===== src/rtl/div_pkg.sv =====
// Shared definitions for the sequential 16/8 divider: default widths,
// FSM state encoding and the quotient returned on a zero divisor.
package div_pkg;

    localparam int DIVIDEND_W_DEF = 16;
    localparam int DIVISOR_W_DEF  = 8;

    typedef enum logic [1:0] {
        IDLE = 2'd0,
        CALC = 2'd1,
        DONE = 2'd2
    } state_e;

    // Saturated quotient reported when the divisor is zero.
    localparam logic [DIVIDEND_W_DEF-1:0] DBZ_QUOT = 16'hFFFF;

endpackage


===== src/rtl/div_step.sv =====
// One restoring-division iteration: compare the partial remainder against
// the divisor and subtract when it fits.
module div_step #(
    parameter int W = 8
) (
    input  logic [W:0]   part_rem_i,
    input  logic [W-1:0] divisor_i,
    output logic [W-1:0] rem_o,
    output logic         q_bit_o
);

    // Subtract the divisor when the partial remainder is at least as large.
    always_comb begin
        // NOTE: every output gets a value before any branch, so no latch is inferred.
        rem_o   = part_rem_i[W-1:0];
        q_bit_o = 1'b0;
        if (part_rem_i >= {1'b0, divisor_i}) begin
            // The difference is below the divisor, so it fits in W bits.
            rem_o   = W'(part_rem_i - {1'b0, divisor_i});
            q_bit_o = 1'b1;
        end
    end

endmodule


===== src/rtl/seq_div_16x8.sv =====
// Sequential restoring divider: accepts a dividend/divisor pair, produces one
// quotient bit per cycle MSB first, and holds the result until consumed.
// A zero divisor short-circuits straight to the result state with a flag.
module seq_div_16x8
    import div_pkg::*;
#(
    parameter int DIVIDEND_W = DIVIDEND_W_DEF,
    parameter int DIVISOR_W  = DIVISOR_W_DEF
) (
    input  logic                  clk,
    input  logic                  rst_n,
    input  logic                  in_valid,
    output logic                  in_ready,
    input  logic [DIVIDEND_W-1:0] dividend,
    input  logic [DIVISOR_W-1:0]  divisor,
    output logic                  out_valid,
    input  logic                  out_ready,
    output logic [DIVIDEND_W-1:0] quot,
    output logic [DIVISOR_W-1:0]  rem,
    output logic                  div_by_zero
);

    localparam int             CNT_W    = 5;
    localparam logic [CNT_W-1:0] LAST_CNT = CNT_W'(DIVIDEND_W - 1);

    state_e                  state_q;
    logic [CNT_W-1:0]        cnt_q;
    logic [DIVISOR_W-1:0]    rem_q;
    // Dividend bits shift out at the top while quotient bits shift in at the bottom.
    logic [DIVIDEND_W-1:0]   shreg_q;
    logic [DIVISOR_W-1:0]    divisor_q;
    logic                    dbz_q;
    logic                    in_ready_q;
    logic                    out_valid_q;

    logic [DIVISOR_W:0]      part_rem_d;
    logic [DIVISOR_W-1:0]    step_rem_d;
    logic                    q_bit_d;

    assign part_rem_d = {rem_q, shreg_q[DIVIDEND_W-1]};

    div_step #(
        .W (DIVISOR_W)
    ) u_step (
        .part_rem_i (part_rem_d),
        .divisor_i  (divisor_q),
        .rem_o      (step_rem_d),
        .q_bit_o    (q_bit_d)
    );

    // Control FSM and datapath registers, with registered handshake outputs.
    always_ff @(posedge clk) begin
        // NOTE: non-blocking assignments so every register samples pre-edge values.
        if (!rst_n) begin
            state_q     <= IDLE;
            cnt_q       <= '0;
            rem_q       <= '0;
            shreg_q     <= '0;
            divisor_q   <= '0;
            dbz_q       <= 1'b0;
            in_ready_q  <= 1'b1;
            out_valid_q <= 1'b0;
        end else begin
            case (state_q)
                IDLE: begin
                    if (in_valid && in_ready_q) begin
                        divisor_q  <= divisor;
                        cnt_q      <= '0;
                        in_ready_q <= 1'b0;
                        if (divisor == '0) begin
                            state_q     <= DONE;
                            shreg_q     <= DIVIDEND_W'(DBZ_QUOT);
                            rem_q       <= dividend[DIVISOR_W-1:0];
                            dbz_q       <= 1'b1;
                            out_valid_q <= 1'b1;
                        end else begin
                            state_q <= CALC;
                            shreg_q <= dividend;
                            rem_q   <= '0;
                            dbz_q   <= 1'b0;
                        end
                    end
                end
                CALC: begin
                    rem_q   <= step_rem_d;
                    shreg_q <= {shreg_q[DIVIDEND_W-2:0], q_bit_d};
                    cnt_q   <= cnt_q + 1'b1;
                    if (cnt_q == LAST_CNT) begin
                        state_q     <= DONE;
                        out_valid_q <= 1'b1;
                    end
                end
                DONE: begin
                    if (out_ready) begin
                        state_q     <= IDLE;
                        out_valid_q <= 1'b0;
                        in_ready_q  <= 1'b1;
                    end
                end
                default: begin
                    state_q     <= IDLE;
                    out_valid_q <= 1'b0;
                    in_ready_q  <= 1'b1;
                end
            endcase
        end
    end

    assign in_ready    = in_ready_q;
    assign out_valid   = out_valid_q;
    assign quot        = shreg_q;
    assign rem         = rem_q;
    assign div_by_zero = dbz_q;

endmodule


===== config.mk =====
export PLATFORM = sky130hd
export DESIGN_NAME = seq_div_16x8
export DESIGN_NICKNAME = d
export VERILOG_FILES = /design/src/rtl/div_pkg.sv /design/src/rtl/div_step.sv /design/src/rtl/seq_div_16x8.sv
export SDC_FILE = /design/constraint.sdc
export NUM_CORES = 1
export LEC_CHECK = 0
export ABC_CLOCK_PERIOD_IN_PS = 5600
export BUFFER_PORTS_ARGS = -buffer_cell sky130_fd_sc_hd__buf_2
export CAP_MARGIN = 20
export CORE_ASPECT_RATIO = 0.5
export CORE_MARGIN = 2
export CORE_UTILIZATION = 35
export CTS_CLUSTER_DIAMETER = 40
export DETAILED_ROUTE_END_ITERATION = 12
export PLACE_DENSITY = 0.56
export REMOVE_ABC_BUFFERS = 1
export SLEW_MARGIN = 30
export SYNTH_ARGS = -nofsm -noshare
export SYNTH_HDL_FRONTEND = slang
export SYNTH_HIERARCHICAL = 1
export SYNTH_SLANG_ARGS = --single-unit

===== constraint.sdc =====
create_clock -name clk -period 5.6 [get_ports clk]
set_input_delay 0.84 -clock clk [delete_from_list [all_inputs] [get_ports clk]]
set_output_delay 0.84 -clock clk [all_outputs]
set_load 0.1 [all_outputs]

* Yosys cells after proc, flatten, opt, wreduce, memory -nomap -nowiden
Index checks and enable logic that the tools add are counted.
** Storage, ports and cells
- Register bits after elaboration :: 42
- Output and inout port bits :: 27
** Cells by class
- Add/sub/neg operators :: 2
- $lt $le $gt $ge :: 1
- Equal/unequal tests :: 7
- Multiplexer cells :: 24
- Bitwise operators :: 1
- Reductions and logical operators :: 9
** Operator list (number)
- 16-bit 2-to-1 mux :: 2
- 16-bit case mux with 2 select lines :: 1
- 8-bit 2-to-1 mux :: 3
- 8-bit case mux with 2 select lines :: 1
- 5-bit case mux with 2 select lines :: 1
- 9-bit by 8-bit >= comparator with 1-bit output :: 1
- 8-bit logical NOT :: 1
- 1-bit 2-to-1 mux :: 8
- 2-bit 2-to-1 mux :: 4
- 2-bit inequality test, second input constant :: 4
- 8-bit subtractor :: 1
- 1-bit case mux with 3 select lines :: 2
- 2-bit case mux with 3 select lines :: 1
- 3-bit AND reduction :: 2
- 5-bit by 1-bit adder with 5-bit output, second input constant :: 1
- 5-bit by 4-bit == test with 1-bit output, second input constant :: 1
- 5-bit 2-to-1 mux :: 1
- 2-bit AND reduction :: 2
- 4-bit AND reduction :: 1
- 2-bit by 1-bit == test with 1-bit output, second input constant :: 1
- 2-bit == test, second input constant :: 1
- 2-bit logical NOT :: 1
- 2-bit nonzero test :: 1
- 1-bit logical AND :: 1
- 1-bit inverter :: 1

* Logic depth before layout (Yosys ltp)
Gate-level depths: netlist of run 1.
- Word-level depth :: 4
- Gate-level depth with buffers :: 11
- Mapped depth without buffers :: 10

* Cells and area by module
The synthesis of run 1 kept the hierarchy.
** Modules (own cells, without submodules)
- seq_div_16x8 :: times used 1, cells each 210, area an instance 1924.3 sq um
- div_step :: times used 1, cells each 66, area an instance 539.3 sq um

* Worst setup path before layout of run 1
Ideal clock, no wire load.
- Kind :: reg-to-reg
- Start point :: reg shreg_q[15] (netlist: quot[15])
- End point :: reg rem_q[6] (netlist: rem[6])
- Arrival time :: 2737 ps
- Data required time :: 5476 ps
- Slack :: 2739 ps
- Cell stages (with the launch flop) :: 11
- Buffers on the path :: 0
- Period minus slack after synthesis :: 2861 ps
- Cells stage by stage :: dfxtp_1 inv_1 ha_1 fa_1 nor2b_1 o31a_1 nor4_1 a311o_1 mux2_4 nand2_1 a31oi_1
** Between the ends
- Word-level cells in the longest chain between the ends :: 3
- Elaborated cells on any way between the ends :: 4
** RTL lines
- start, declared :: RTL line seq_div_16x8.sv:30 : logic [DIVIDEND_W-1:0] shreg_q;
- start signal, assigned :: RTL line seq_div_16x8.sv:72 : shreg_q <= DIVIDEND_W'(DBZ_QUOT);
- start signal, assigned :: RTL line seq_div_16x8.sv:78 : shreg_q <= dividend;
- start signal, assigned :: RTL line seq_div_16x8.sv:86 : shreg_q <= {shreg_q[DIVIDEND_W-2:0], q_bit_d};
- 8-bit subtractor or 9-bit by 8-bit >= comparator with 1-bit output (tied branches) :: RTL line div_step.sv:19, div_step.sv:17
- 8-bit 2-to-1 mux (*) :: RTL line div_step.sv:17 : if (part_rem_i >= {1'b0, divisor_i}) begin
- net step_rem_d[6] :: RTL line seq_div_16x8.sv:37 : logic [DIVISOR_W-1:0] step_rem_d;
- 8-bit case mux with 2 select lines (*) :: RTL line seq_div_16x8.sv:64 : case (state_q)
- end signal, assigned :: RTL line seq_div_16x8.sv:73 : rem_q <= dividend[DIVISOR_W-1:0];
- end signal, assigned :: RTL line seq_div_16x8.sv:85 : rem_q <= step_rem_d;
- end, declared :: RTL line seq_div_16x8.sv:28 : logic [DIVISOR_W-1:0] rem_q;
The timed path passes the listed nets; every way through them passes the cells marked *.
A chain may end at the register's enable or synchronous reset.

* Worst setup path after layout of run 1
- Start point :: reg divisor_q[6]
- End point :: reg rem_q[3] (netlist: rem[3])
** Between the ends
- Word-level cells in the longest chain between the ends :: 3
** RTL lines
- start, declared :: RTL line seq_div_16x8.sv:31 : logic [DIVISOR_W-1:0] divisor_q;
- start signal, assigned :: RTL line seq_div_16x8.sv:67 : divisor_q <= divisor;
- 9-bit by 8-bit >= comparator with 1-bit output :: RTL line div_step.sv:17
- 8-bit 2-to-1 mux :: RTL line div_step.sv:17
- net step_rem_d[3] :: RTL line seq_div_16x8.sv:37
- 8-bit case mux with 2 select lines :: RTL line seq_div_16x8.sv:64
The timed path passes the listed nets, and every way through them passes these cells.

==> flow_metrics.tcl, run 1 <==
set metrics [dict create \
    status "finished clean" \
    grt_pass1_wl_um 9887 \
    final.setup.worst_slack_ns 3.143 \
    reg2regPathDepth 8 \
    clock-skew-final_ns 0.003147 \
    drtIter0Drc 130 \
    antenna_found_initial 0 \
    tritoncts "done" \
    hold_viol 0 \
    ios 55 \
    design_area_um2 2903 \
    synth_compound_area_share_pct 21.23 \
    min_path_cells 2 \
    worst_pin_slew_ns 0.8613 \
    yosys_warnings 6 \
    path_clk_slew_ns 0.06 \
    min_path_type "register to register" \
    timing_worst_setup_path_type "register to register" \
    power_w 0.001083 \
    ant_nets 0 \
    clk_path_buf_depth 2 \
    synth_seq_area_share_pct 34.13 \
    dr_wl_met2_um 2750 \
    vdd_drop_max_mv 0.1301 \
    path_cells "inv_1, ha_1, a21o_1, a2111oi_2, o21a_1, mux2_4, nand2_1, a31oi_1" \
    fin_tns_setup_ns 0 \
    synth_fa_ha_area_share_pct 5.891 \
    routedLengthMet1_um 2826 \
    die-area_um2 7767 \
    drive_above_1_share_pct 29.91 \
    htree_levels 2 \
    leakage_nw 1.218 \
    die_x_um 122.7 \
    cts.sinks 42 \
    yosys.cell_types.count 48 \
    nNetsFinal 359 \
    met3_wirelength_um 314 \
    grt_pass1_vias 2088 \
    synth_seq_cells 42 \
    maxCapViolCount 0 \
    cts-root-buf "clkbuf_16" \
    cts_made_buffers 5 \
    drc 0 \
    crit_family "compound AO/OA/AOI/OAI gates" \
    setup_viol 0 \
    area_growth_syn_to_layout_pct 17.83 \
    grt-ovfl-total 0 \
    routed_wl_um 5958 \
    crit-reg2reg-capture "rem[3]" \
    slew_violations 0 \
    p_per_area_nw_per_um2 372.9 \
    synth_area_leaders "dfxtp_1 34%, ha_1 5.1%, nand2_1 4.9%" \
    dpl.hpwl_um 4387 \
    crit_slowest_cell "o21a_1" \
    regToRegSetupSlack_ns 3.14 \
    place_ws_ns 3.039 \
    synthXorXnorAreaFrac_pct 1.067 \
    placed_area_um2 2750 \
    syn_area_per_cell_um2 8.926 \
    fmax_mhz 406.9 \
    post-cts-setup-buffers 0 \
    crit_start "divisor_q[6]" \
    netlist.area_leader.share_pct 34.13 \
    syn_area_um2 2464 \
    start_util_pct 36.48 \
    final_cell_mix "54 x buf_2, 42 x dfxtp_1, 32 x nand2_1" \
    hold_start "divisor_q[3]" \
    holdPathEnd "divisor_q[3]" \
    clk_latency_ns 0.28 \
    synth-simple-area-share_pct 19.25 \
    coreArea_um2 6753 \
    io_buffer_count 54 \
    fillCellCount 673 \
    grt_usage_pct 16.11 \
    synth_top_family_by_area "compound AO/OA/AOI/OAI gates" \
    cp.arrival_ns 2.59 \
    postSynthCellCount 276 \
    fin_crit_sh_pct 43.88 \
    dr.pass1.iters 4 \
    rsz0062_at_grt "no" \
    min_period_ns 2.457 \
    slowest_delay_ns 0.50 \
    crit_fanout 9 \
    vias 2218 \
    routedWlPerCell_um 14.43 \
    r2r_start "divisor_q[6]" \
    gp_congestion 0.7843 \
    yosysTopAreaCell "dfxtp_1" \
    grt_max_degree 37 \
    muxShareOfSynthArea_pct 11.38 \
    max_slew_margin_pct 42.58 \
    cts_resized 0 \
    highest_layer "met4" \
    path_buf_inv 1 \
    row_count 21 \
    final_common_cell "buf_2" \
    antenna_cells 0 \
    cts_hold_buffers 0 \
    critPathCaptureType "register" \
    via_per_inst 5.370 \
    crit_path_start_kind "register" \
    worstPathRequired_ns 5.73 \
    die_h_um 63.33 \
]
-- report_power, final --
| group | internal, W | switching (W) | leakage, nW | total (W) |
|---|---|---|---|---|
| Combinational | 0.000160 | 0.000287 | 0.801 | 0.000448 |
| Sequential | 0.000324 | 0.0000216 | 0.343 | 0.000346 |
| Clock | 0.000177 | 0.000113 | 0.0739 | 0.000289 |
-- state kept, by name, summed over array words and instances (netlist names) --
name	flops
state_q	2
quot	16
out_valid	1
div_by_zero	1
rem	8
cnt_q	5
divisor_q	8
in_ready	1
-- cell families after synthesis --
logic type      Yosys count
compound gates           69
xor+xnor                  3
fa+ha+maj                11
buf+inv                  34
flops                    42
mux                      24
simple gates             93
-- stage by stage --
| stage | instances | hold WS, ns | util, % |
|---|---|---|---|
| finish | 413 | 0.4633 | 42.99 |
| global route | 413 | 0.4816 | 42.99 |
| CTS | 413 | 0.4672 | 42.91 |
| detailed placement | 405 | 0.4588 | 40.73 |
| global placement | 405 | 0.4465 | 40.73 |
| floorplan | 256 | 0.4363 | - |
-- cell usage after synthesis (all sizes together) --
cell and count:
and4bb 1, o221a 9, or4 2, a21o 3, nor3b 3, o21a 5, or3 1, nand4 9
nand4bb 1, xnor2 3, fa 1, o21ai 5, nor2 7, mux2 14, nand2b 4, clkbuf 6
o2bb2ai 1, ha 10, o211ai 9, a311o 1, nor3 5, a21boi 1, dfxtp 42, inv 14
o311a 1, a211o 1, a2111oi 1, nor4 3, o211a 1, buf 14, nand2 32, o31a 1
a31oi 9, mux2i 10, nand3 22, nor2b 2, and3 1, a21oi 17, a211oi 4
-- worst max-delay path by stage --
stage | end | slack (ns) | cells past startpoint
2_1_floorplan | rem[2] | 2.63 | 7
3_3_place_gp | quot[7] | 3.09 | 4
3_5_place_dp | quot[7] | 3.04 | 4
4_1_cts | rem[4] | 3.11 | 8
5_1_grt | rem[6] | 2.91 | 8
6_report | rem[3] | 3.14 | 8
-- final cells by class --
class	count	area, µm²	share of cell area, %
clock buffer	7	142.6	4.914
clock inverter	1	5.005	0.1724
inverter	14	52.55	1.810
multi-input combinational	200	1454	50.09
sequential	42	840.8	28.97
tap	92	115.1	3.966
timing repair buffer	57	292.8	10.09
-- tightest hold or removal path: stages (launching register included) --
cell and delay [ns]:
dfxtp_1 0.31, nand2_1 0.05, a21oi_1 0.05
-- layer usage --
metal	GRT usage [%]	up-vias
met4	4.741	0
met2	26.39	45
met3	3.351	6
met5	0	-
met1	21.35	1044
li1	-	1123
Note: power is estimated with default switching activity, not from simulation.
==> run 2: changes to the inputs <==
--- a/config.mk
+++ b/config.mk
@@ -5,7 +5,7 @@
 export SDC_FILE = /design/constraint.sdc
 export NUM_CORES = 1
 export LEC_CHECK = 0
-export ABC_CLOCK_PERIOD_IN_PS = 5600
+export ABC_CLOCK_PERIOD_IN_PS = 2420
 export BUFFER_PORTS_ARGS = -buffer_cell sky130_fd_sc_hd__buf_2
 export CAP_MARGIN = 20
 export CORE_ASPECT_RATIO = 0.5
==> constraint.sdc (replaced) <==
create_clock -name clk -period 2.42 [get_ports clk]
set_input_delay 0.363 -clock clk [delete_from_list [all_inputs] [get_ports clk]]
set_output_delay 0.363 -clock clk [all_outputs]
set_load 0.1 [all_outputs]
==> run 2 against run 1 <==
Effect of this change:
- non-clock buffer count up 5
- critical path depth up 2
- sequential share of layout area down 0.47 points
- utilization up 0.70 points
- final cell count up 1.2%
- maximum frequency up 9.0%
- worst hold slack worse by 0.12 ns
- clock skew up 0.0033 ns
- register-to-register slack worse by 3.0 ns
- flip-flop and latch count unchanged
- highest routed layer unchanged
==> flow_metrics.tcl, run 2 (synthesis results as in run 1) <==
set metrics [dict create \
    crit_fanout 3 \
    coreArea_um2 6753 \
    placed_area_um2 2800 \
    cts-root-buf "clkbuf_16" \
    p_per_area_nw_per_um2 865.7 \
    reg2regPathDepth 10 \
    area_growth_syn_to_layout_pct 19.76 \
    clk_path_buf_depth 2 \
    row_count 21 \
    start_util_pct 36.48 \
    final.setup.worst_slack_ns 0.1649 \
    routed_wl_um 6180 \
    rsz0062_at_grt "no" \
    final_cell_mix "54 x buf_2, 42 x dfxtp_1, 32 x nand2_1" \
    clk_latency_ns 0.29 \
    place_inst 410 \
    antenna_cells 0 \
    routedWlPerCell_um 14.78 \
    dr.pass1.iters 4 \
    largest_reg_flops 16 \
    ant_nets 0 \
    grt_usage_pct 16.65 \
    place_ws_ns 0.09473 \
    antenna_found_initial 0 \
    via_per_inst 5.337 \
    cts_hold_buffers 0 \
    crit_path_start_kind "register" \
    use_met3_pct 3.714 \
    final_common_cell "buf_2" \
    grt-ovfl-total 0 \
    drc 0 \
    nNetsFinal 364 \
    multi_input_area_um2 1456 \
    cp.arrival_ns 2.39 \
    gp_congestion 0.8181 \
    min_path_cells 2 \
    grt_pass1_vias 2110 \
    cts_made_buffers 5 \
    grt_util_met1_pct 21.74 \
    maxCapViolCount 0 \
    dpl.hpwl_um 4595 \
    die-area_um2 7767 \
    grt_max_degree 25 \
    grt_pass1_wl_um 10200 \
    stdcell_count 418 \
    io_buffer_count 54 \
    ios 55 \
    leakage_nw 1.242 \
    grt_util_met2_pct 27.57 \
    setup_viol 0 \
    slew_violations 0 \
    cts.sinks 42 \
    clock-skew-final_ns 0.006420 \
    regToRegSetupSlack_ns 0.16 \
    post-cts-setup-buffers 0 \
    min_period_ns 2.255 \
    crit-reg2reg-capture "rem[6]" \
    die_h_um 63.33 \
    design_area_um2 2950 \
    r2r_start "quot[15]" \
    hold_viol 0 \
    cts_resized 0 \
    worst_pin_slew_ns 0.7520 \
    vias 2231 \
    worstPathRequired_ns 2.55 \
    status "finished clean" \
    critPathCaptureType "register" \
    fillCellCount 654 \
    min_path_type "input pin to register" \
    timing_worst_setup_path_type "register to register" \
    tritoncts "done" \
    hold_start "dividend[14]" \
    fmax_mhz 443.4 \
    max_slew_margin_pct 49.81 \
    htree_levels 2 \
    grt_busiest_layer "met2" \
    seq_area_um2 840.8 \
    vdd_drop_max_mv 0.3107 \
    fin_crit_sh_pct 93.18 \
    drive_above_1_share_pct 31.60 \
    die_x_um 122.7 \
    holdPathEnd "quot[14]" \
    drtIter0Drc 128 \
    path_clk_slew_ns 0.06 \
]
[run 2: cell count changes in the layout (fill, tap and decap cells not counted), sizes merged]
cell and delta:
clkbuf -1, clkinv +1, buf +5
[run 2: worst max-delay path by stage]
stage | from | to | slack, ns | cells past startpoint
floorplan | rem[5] | rem[2] | -0.55 | 7
global placement | quot[15] | rem[6] | 0.15 | 10
detailed placement | quot[15] | rem[6] | 0.09 | 10
CTS | quot[15] | rem[6] | 0.07 | 10
global route | rem[5] | rem[7] | 0.01 | 8
finish | quot[15] | rem[6] | 0.16 | 10
[run 2: critical path: stages, from the launching register on]
cell	delay, ns
dfxtp_1	0.36
inv_1	0.07
ha_1	0.23
fa_2	0.36
nor2b_2	0.13
o31a_1	0.18
nor4_1	0.06
a311o_1	0.31
mux2_4	0.27
nand2_1	0.05
a31oi_1	0.07
[run 2: layout make-up]
type	count	area share, %
inverter	14	1.781
clock buffer	6	4.368
timing repair buffer	62	11.62
sequential	42	28.50
multi-input combinational	200	49.36
clock inverter	2	0.4665
tap	92	3.902
[run 2: where the power goes]
part           leakage [nW]  total [W]  switching [W]  internal (W)
Clock                0.0708   0.000649       0.000267      0.000382
Combinational         0.828    0.00110       0.000680      0.000424
Sequential            0.343   0.000800      0.0000507      0.000750
[run 2: stage by stage]
stage / hold WS (ns) / total power (W) / utilization, % / TNS (ns)
final: 0.3399 / 0.002554 / 43.69 / 0
after global placement: 0.4439 / 0.001905 / 41.47 / 0
after CTS: 0.3366 / 0.002567 / 43.58 / 0
after detailed placement: 0.4479 / 0.001914 / 41.47 / 0
after floorplan: 0.4249 / 0.001660 / - / -4.554
after global routing: 0.3469 / 0.002685 / 43.69 / 0
[run 2: metal layers]
layer | vias to the layer above | routed length (µm)
met1 | 1060 | 2963
met4 | 0 | 78
li1 | 1126 | -
met3 | 7 | 265
met5 | - | 0
met2 | 38 | 2872
==> run 3: changes to the inputs <==
--- a/config.mk
+++ b/config.mk
@@ -14,6 +14,7 @@
 export CTS_CLUSTER_DIAMETER = 40
 export DETAILED_ROUTE_END_ITERATION = 12
 export PLACE_DENSITY = 0.56
+export RECOVER_POWER = 50
 export REMOVE_ABC_BUFFERS = 1
 export SLEW_MARGIN = 30
 export SYNTH_ARGS = -nofsm -noshare
==> constraint.sdc (replaced) <==
create_clock -name clk -period 2.42 [get_ports clk]
set_input_delay 0.363 -clock clk [delete_from_list [all_inputs] [get_ports clk]]
set_output_delay 0.363 -clock clk [all_outputs]
set_load 0.01 [all_outputs]
==> run 3 against run 2 <==
Effect of this change:
- via count shrank 0.40%
- total power is 12% lower
- final cell count is the same
- global-route usage unchanged
- worst hold slack hardly changed
- register-to-register slack is essentially flat
- clock power about the same
- clock skew about the same
- routed wire length grew 0.55%
- critical endpoint unchanged
- largest cell class unchanged
- largest power group is now sequential cells
==> flow_metrics.tcl, run 3 (synthesis results as in run 1) <==
set metrics [dict create \
    cts_made_buffers 5 \
    tritoncts "done" \
    rsz0062_at_grt "no" \
    clk_latency_ns 0.29 \
    grt_pass1_vias 2110 \
    fin_tns_setup_ns 0 \
    final_cell_mix "42 x dfxtp_1, 32 x nand2_1, 28 x clkbuf_1" \
    fin_crit_sh_pct 93.53 \
    die-area_um2 7767 \
    dr.pass1.iters 4 \
    highest_layer "met4" \
    post-cts-setup-buffers 0 \
    critPathCaptureType "register" \
    crit_fanout 3 \
    drive_above_1_share_pct 23.01 \
    grt_max_degree 25 \
    ios 55 \
    setup_viol 0 \
    leakage_nw 1.134 \
    vias 2222 \
    worstPathRequired_ns 2.55 \
    routedLengthMet1_um 3028 \
    antenna_found_initial 0 \
    met3_wirelength_um 252 \
    drtIter0Drc 129 \
    routed_wl_um 6214 \
    die_x_um 122.7 \
    cp.arrival_ns 2.39 \
    final_common_cell "dfxtp_1" \
    grt_pass1_wl_um 10200 \
    hold_viol 0 \
    via_per_inst 5.316 \
    cts-root-buf "clkbuf_16" \
    htree_levels 2 \
    stdcell_count 418 \
    ant_nets 0 \
    clock-skew-final_ns 0.006476 \
    io_buffer_count 54 \
    slowest_delay_ns 0.37 \
    min_period_ns 2.264 \
    path_clk_slew_ns 0.06 \
    largest_reg_flops 16 \
    path_cells "inv_1, ha_1, fa_2, nor2b_2, o31a_1, nor4_1, a311o_1, mux2_4, nand2_1, a31oi_1" \
    gp_congestion 0.8181 \
    timing_worst_setup_path_type "register to register" \
    p_per_area_nw_per_um2 770.4 \
    fillCellCount 671 \
    cts.sinks 42 \
    dr_wl_met2_um 2853 \
    fmax_mhz 441.8 \
    drc 0 \
    min_path_type "input pin to register" \
    place_inst 410 \
    area_growth_syn_to_layout_pct 18.28 \
    crit_slowest_cell "dfxtp_1" \
    maxCapViolCount 0 \
    crit_path_start_kind "register" \
    cts_hold_buffers 0 \
    grt_usage_pct 16.65 \
    crit_cells 10 \
    nNetsFinal 364 \
    crit_family "adder cells" \
    dpl.hpwl_um 4595 \
    clk_path_buf_depth 2 \
    min_path_cells 2 \
    max_slew_margin_pct 32.54 \
    start_util_pct 36.48 \
    worst_pin_slew_ns 1.012 \
    grt-ovfl-total 0 \
    status "finished clean" \
    vdd_drop_max_mv 0.3110 \
    cts_resized 0 \
    row_count 21 \
    reg2regPathDepth 10 \
    die_h_um 63.33 \
    slew_violations 0 \
    antenna_cells 0 \
    path_buf_inv 1 \
    routedWlPerCell_um 14.87 \
    coreArea_um2 6753 \
]
-- run 3: cell count changes in the layout (fill, tap and decap cells not counted) --
cell,change
nand2b_2,-1
clkbuf_1,+27
nand2b_1,+1
buf_2,-27
-- run 3: path summary, 6_finish.rpt --
path	from	to	slack, ns
worst max register to register	quot[15]	rem[6]	0.16
worst max-delay path	quot[15]	rem[6]	0.16
worst min-delay path	dividend[14]	quot[14]	0.34
worst min register to register	divisor_q[3]	divisor_q[3]	0.45
-- run 3: layout make-up --
cell class / instances / area (µm²) / share of cell area [%]
Clock buffer: 6 / 128.9 / 4.423
Clock inverter: 2 / 13.76 / 0.4723
Inverter: 14 / 52.55 / 1.803
Multi-Input combinational cell: 200 / 1454 / 49.89
Sequential cell: 42 / 840.8 / 28.85
Tap cell: 92 / 115.1 / 3.950
Timing Repair Buffer: 62 / 309.0 / 10.61
-- run 3: through the flow --
stage	power, W	worst slack [ns]	hold slack [ns]	util, %	area [µm²]
floorplan	0.001362	0.1369	0.4249	-	2342
global placement	0.001606	0.1529	0.4439	41.47	2800
detailed placement	0.001615	0.09473	0.4479	41.47	2800
CTS	0.002267	0.07283	0.3366	43.58	2943
global route	0.002376	0.007686	0.3469	43.15	2914
finish	0.002245	0.1565	0.3397	43.15	2914
-- run 3: report_power, final --
part           leakage (nW)  internal, W  total [W]  switching [W]
combinational         0.720     0.000412   0.000794       0.000382
clock                0.0708     0.000382   0.000650       0.000267
sequential            0.343     0.000750   0.000801      0.0000516
-- run 3: routing by layer --
layer / vias up / GRT usage (%)
met1: 1051 / 21.74
met4: 0 / 4.741
met5: - / 0
met2: 37 / 27.57
met3: 7 / 3.714
li1: 1127 / -
